### config.mk
export PLATFORM = sky130hd
export DESIGN_NAME = pipe_skid_stage
export DESIGN_NICKNAME = d
export VERILOG_FILES = /design/src/rtl/pipe_skid_stage_pkg.sv /design/src/rtl/pipe_skid_stage_entry_reg.sv /design/src/rtl/pipe_skid_stage.sv
export SDC_FILE = /design/constraint.sdc
export NUM_CORES = 1
export LEC_CHECK = 0
export ABC_AREA = 1
export ABC_CLOCK_PERIOD_IN_PS = 2100
export CAP_MARGIN = 20
export CORE_MARGIN = 1.5
export CORE_UTILIZATION = 40
export CTS_BUF_LIST = sky130_fd_sc_hd__clkbuf_2 sky130_fd_sc_hd__clkbuf_4 sky130_fd_sc_hd__clkbuf_8
export CTS_CLUSTER_DIAMETER = 150
export DETAILED_ROUTE_END_ITERATION = 10
export GPL_TIMING_DRIVEN = 1
export PLACE_DENSITY = 0.77
export REMOVE_ABC_BUFFERS = 1
export SLEW_MARGIN = 15
export SYNTH_ARGS = -nofsm -noshare
export SYNTH_HDL_FRONTEND = slang
export SYNTH_SLANG_ARGS = --single-unit
### constraint.sdc
create_clock -name stg_clk -period 2.1 [get_ports stg_clk]
set_input_delay 0.42 -clock stg_clk [delete_from_list [all_inputs] [get_ports stg_clk]]
set_output_delay 0.42 -clock stg_clk [all_outputs]
set_load 0.03 [all_outputs]
### src/rtl/pipe_skid_stage_pkg.sv
// Shared types and constants for the pipe_skid_stage writeback stage.
// Holds the payload record at default widths and the stall-counter width.
package pipe_skid_stage_pkg;

  localparam int unsigned STALL_W    = 16;
  localparam int unsigned DEF_DATA_W = 32;
  localparam int unsigned DEF_RD_W   = 5;

  localparam logic [STALL_W-1:0] STALL_MAX = '1;

  typedef struct packed {
    logic [DEF_RD_W-1:0]   rd;
    logic [DEF_DATA_W-1:0] c;
    logic                  save_to_reg;
  } payload_t;

endpackage

### src/rtl/pipe_skid_stage_entry_reg.sv
// One pipeline slot: a payload plus its valid bit, with clear and load.
// Clear zeroes the payload so an empty slot always presents a bubble.
module pipe_entry_reg #(
  parameter type payload_t = pipe_skid_stage_pkg::payload_t
) (
  input  logic     stg_clk,
  input  logic     reset,
  input  logic     clear,
  input  logic     load,
  input  payload_t d,
  output logic     valid,
  output payload_t q
);

  // NOTE: the payload is reset along with valid because empty slots must read as zero.
  always_ff @(posedge stg_clk) begin
    if (reset || clear) begin
      valid <= 1'b0;
      q     <= '0;
    end else if (load) begin
      // NOTE: sequential state uses non-blocking assignments so every flop samples pre-edge values.
      valid <= 1'b1;
      q     <= d;
    end
  end

endmodule

### src/rtl/pipe_skid_stage.sv
// Writeback pipeline stage with optional skid entry, flush, hold and a
// saturating stall counter.
module pipe_skid_stage
  import pipe_skid_stage_pkg::*;
#(
  parameter int DATA_W = 32,
  parameter int RD_W   = 5,
  parameter bit SKID   = 1'b1
) (
  input  logic               stg_clk,
  input  logic               reset,
  input  logic               in_valid,
  output logic               in_ready,
  input  logic [RD_W-1:0]    rd,
  input  logic [DATA_W-1:0]  c,
  input  logic               save_to_reg,
  input  logic               stg_x,
  input  logic               stg_ena,
  output logic               out_valid,
  input  logic               out_ready,
  output logic [RD_W-1:0]    rd_out,
  output logic [DATA_W-1:0]  c_out,
  output logic               save_to_reg_out,
  output logic [STALL_W-1:0] stall_cnt
);

  typedef struct packed {
    logic [RD_W-1:0]   rd;
    logic [DATA_W-1:0] c;
    logic              save_to_reg;
  } entry_t;

  entry_t in_ent, main_d, main_q, skid_q;
  logic   main_valid, skid_valid;
  logic   accept, fire;
  logic   main_load, main_clear;

  assign in_ent = '{rd: rd, c: c, save_to_reg: save_to_reg};
  assign accept = in_valid && in_ready;
  assign fire   = main_valid && out_ready && !stg_ena;

  // A waiting skid entry always refills main before a new input can.
  always_comb begin
    // NOTE: every always_comb output gets a default first so no latch is inferred.
    main_load = 1'b0;
    main_d    = in_ent;
    if (skid_valid && fire) begin
      main_load = 1'b1;
      main_d    = skid_q;
    end else if (accept && (!main_valid || fire)) begin
      main_load = 1'b1;
    end
    main_clear = stg_x || (fire && !main_load);
  end

  pipe_entry_reg #(.payload_t(entry_t)) u_main (
    .stg_clk (stg_clk),
    .reset   (reset),
    .clear   (main_clear),
    .load    (main_load),
    .d       (main_d),
    .valid   (main_valid),
    .q       (main_q)
  );

  if (SKID) begin : g_skid
    logic skid_load, skid_clear;

    // in_ready is driven only by the skid flop, cutting the out_ready path.
    assign in_ready   = !skid_valid;
    assign skid_load  = accept && main_valid && !fire;
    assign skid_clear = stg_x || (skid_valid && fire);

    pipe_entry_reg #(.payload_t(entry_t)) u_skid (
      .stg_clk (stg_clk),
      .reset   (reset),
      .clear   (skid_clear),
      .load    (skid_load),
      .d       (in_ent),
      .valid   (skid_valid),
      .q       (skid_q)
    );
  end else begin : g_no_skid
    assign in_ready   = !main_valid || fire;
    assign skid_valid = 1'b0;
    assign skid_q     = '0;
  end

  assign out_valid       = main_valid;
  assign rd_out          = main_q.rd;
  assign c_out           = main_q.c;
  assign save_to_reg_out = main_q.save_to_reg;

  // Flush does not touch the counter; only reset clears it.
  always_ff @(posedge stg_clk) begin
    if (reset) begin
      stall_cnt <= '0;
    end else if (main_valid && !fire && (stall_cnt != STALL_MAX)) begin
      stall_cnt <= stall_cnt + 1'b1;
    end
  end

endmodule

; Word-level counts from Yosys, hierarchy flattened
; Cells that the tools add are included.
[totals]
ff_bits = 94
in_bits = 44
output_inout_bits = 56
word_cells = 34
[op_classes]
addsub = 1
n_eq_ne = 1
mux = 3
reduce_logical = 20
[ops]
columns = cell, count
row1 = 2-to-1 mux 38 bit, 1
row2 = adder 16 x 1 -> 16 bit (second input constant), 1
row3 = inequality test 16 bit (second input constant), 1
row4 = logical AND 1 bit, 10
row5 = zero test 1 bit, 5
row6 = logical OR 1 bit, 5
row7 = 2-to-1 mux 1 bit, 2

; Logic depth before layout (Yosys ltp)
[depth]
ltp_word = 10
ltp_mapped = 10
mapped_depth_nobuf = 9

; Hierarchy
; From an unflattened synthesis, not the netlist that was laid out.
[hier_totals]
hier_cells = 687
area_unflattened_um2 = 4663.2
[modules_own_cells]
columns = module, n_inst, cells_each, area_per_inst_um2
row1 = pipe_entry_reg, 2, 244, 1602.8
row2 = pipe_skid_stage, 1, 199, 1457.6

; Least setup slack after synthesis
; Ideal clock, no wire load.
[synth_timing]
kind = flip-flop to flip-flop
start = reg stall_cnt[0]
end = reg stall_cnt[12]
setup_time_ns = 0.116
arrival_ns = 1.497
slack_ns = 0.487
path_stages_with_launch = 9
path_buffers = 0
synth_period_minus_slack_ns = 1.613
path_cell_list = dfxtp_1 -> ha_1 -> inv_1 -> nor2_1 -> nand2_1 -> nor2_1 -> nand4_1 -> nand2_1 -> nor2_1
[synth_via]
elab_chain_cells = 2
word_cells_on_any_way = 3
[synth_lines]
columns = element, line
row1 = from (decl), pipe_skid_stage.sv:24  ; output logic [STALL_W-1:0] stall_cnt
row2 = from (signal assigned), pipe_skid_stage.sv:99  ; stall_cnt <= stall_cnt + 1'b1;
row3 = "parallel branches: the longest is 2 deep, another holds adder 16 x 1 -> 16 bit", n/a
; Several ways; the timed one is not identified.
; A chain may end at the register's enable or synchronous reset.

; Final worst setup path
[layout_timing]
start = reg stall_cnt[6]
end = out stall_cnt[6]
; No word-level cell between the ends.

==> impl_metrics.toml <==
[clock_network]
clock_latency_ps = 370
path_clk_slew_ps = 90
cts_hold_buffers = 0
clkSinkCount = 94
cts-buffers-inserted = 9
cts_root_buf = "clkbuf_8"
cts-htree-levels = 3
cts_tree = "built"
cts.path.max_buffers = 2
cts_resized = 0
postCtsSetupRepairBufs = 0

[sta]
finalHoldViolCount = 0
worst_slew_pin_slew_ps = 533
fmax_mhz = 505
relSlewSlack_pct = 64.4
slew_viol_final = 0
rsz0062_at_grt = "no"
fin_crit_sh_pct = 94.3
setup_violations = 0
setup-tns-final_ps = 0
fin_crit_ps = 1980
fin_skew_ps = 9.93

[placed_design]
post_dp_cell_area_um2 = 5290
globalplace.congestion = 0.848
port_buffers = 99
dp_hpwl_um = 7160

[critical_path]
r2r_slack_ps = 380
cpPeakStageDelay_ps = 740
cp_max_fo = 6
r2r-start = "stall_cnt[0]"
cp_top_family = "buffers and inverters"
arrival_ps = 1560
required_ps = 1680
crit_chain = "clkdlybuf4s50_1"
crit_slowest_cell = "clkdlybuf4s50_1"
rr_endpoint = "stall_cnt[2]"
criticalPathCategory = "flip-flop to primary output"
critPathBufInv = 1
crit_start = "stall_cnt[6]"
rr_worst_depth = 6
endpoint_kind = "primary output"
start_kind = "flip-flop"

[flow_run]
maxCapViolCount = 0

[hold_path]
hold-path-endpoint = "g_skid.u_skid.q[17]"
holdCritPathClass = "flip-flop to flip-flop"
hold_start = "g_skid.u_skid.q[17]"
whs_path_depth = 2

[final_layout]
antenna_cells = 0
fin_nets = 739
final_area_um2 = 5510
drive_gt1_share_pct = 5.72
final-seq-area_um2 = 1880
multi_input_area_um2 = 1970
syn_to_final_growth_pct = 32.8
fill_cells = 954

[routing]
wl_um = 10400
firstDrtPassIters = 6
drt_iter0_drc = 226
num_vias = 4137
avgViaCountPerCell = 4.95
antenna_left = 0
wl_per_cell_um = 12.5
drcViolationCount = 0

[synthesis]
netlist_instances = 607
synth.distinct_cells = 21
avgSynthCellArea_um2 = 6.84
ys_seq_area_share_pct = 45.3
yosys_warnings = 0
syn_area_um2 = 4150
ys_ff_latch = 94

[die]
die-area_um2 = 11000
die_w_um = 105
core_um2 = 10200
rows = 37
die_h_um = 105
initial_core_util_pct = 40.8
io_pins = 100

[global_routing]
grt_first_pass_wirelength_um = 17700
antenna_found_initial = 0
grtUsageTotal_pct = 19.7
grt.overflow.total = 0
grt_max_degree = 52
grt_pass1_vias = 3762

[power_and_ir_drop]
vdd_drop_max_mv = 0.337
leakage_nw = 2.06
p_per_area_nw_per_um2 = 641
power_mw = 3.53

[status]
outcome = "completed"
flip-flops by register name, indices dropped and copies added, names as in the netlist:
name / count
g_skid.u_skid.valid: 1
g_skid.u_skid.q: 38
stall_cnt: 16
u_main.valid: 1
u_main.q: 38
per-layer routing:
metal	share of wire (%)	global-route usage [%]	vias up
li1	-	-	2127
met1	46	26.1	1875
met2	45	30.7	122
met3	7.2	4.87	13
met4	1.7	7.73	0
met5	0	0	-
area by class of cell:
type / count / area share, %
clock buffer: 14 / 3.27
inverter: 27 / 1.84
sequential: 94 / 34.1
multi-input combinational: 449 / 35.7
tap: 136 / 3.09
timing repair buffer: 113 / 21.2
clock inverter: 2 / 0.704
kinds of logic (layout without fill, tap and decap cells):
logic type / count (synthesis) / count (layout) / synth area share [%]
compound gates: 105 / 105 / 13.5
flops: 94 / 94 / 45.3
fa+ha+maj: 1 / 1 / 0.301
buf+inv: 64 / 156 / 7.38
simple gates: 343 / 343 / 33.5
power by group:
group	leakage [nW]	internal, mW	switching, mW
sequential	0.761	1.82	0.0211
clock	0.114	0.677	0.596
combinational	1.18	0.189	0.233
Yosys cell counts, drive strengths merged:
cell type  instances  area [um2]
nand2            226         851
dfxtp             94        1880
a21oi             77         385
nor2              59         236
nand3             56         290
buf               31         183
inv               27         101
o21ai             14        70.1
a211oi            13        97.6
clkbuf             6        22.5
nand4              2        12.5
a21boi             1        7.51
ha                 1        12.5
how the worst max path moves through the flow:
stage                              end  cells past startpoint
after CTS                 stall_cnt[6]                      1
after global routing      stall_cnt[6]                      1
after detailed placement  u_main.q[32]                      8
final                     stall_cnt[6]                      1
after global placement    u_main.q[23]                      8
after floorplan            u_main.q[0]                      6
placed cells by master (no fill, tap or decap):
cell,count
a211oi_1,13
a21boi_0,1
a21oi_1,77
buf_12,6
buf_4,8
bufinv_16,1
clkbuf_4,2
clkbuf_8,12
clkdlybuf4s50_1,99
clkinv_4,1
dfxtp_1,94
ha_1,1
inv_1,24
inv_2,3
nand2_1,225
nand2_2,1
nand3_1,54
nand3_2,2
nand4_1,2
nor2_1,55
nor2_2,2
nor2_4,2
o21ai_0,14
tightest hold or removal path, cell delays in order (launching register included):
cell	delay, ps
dfxtp_1	320
nand2_1	60
a21oi_1	50
per-stage QoR:
stage	std cells	util, %	hold slack, ps	setup WS [ps]
2_1_floorplan	570	-	441	-797
3_3_place_gp	819	52.0	446	122
3_5_place_dp	819	52.0	450	78.4
4_1_cts	835	54.1	463	99.1
5_1_grt	835	54.1	478	44.1
6_report	835	54.1	462	120
Note: power is estimated with default switching activity, not from simulation.
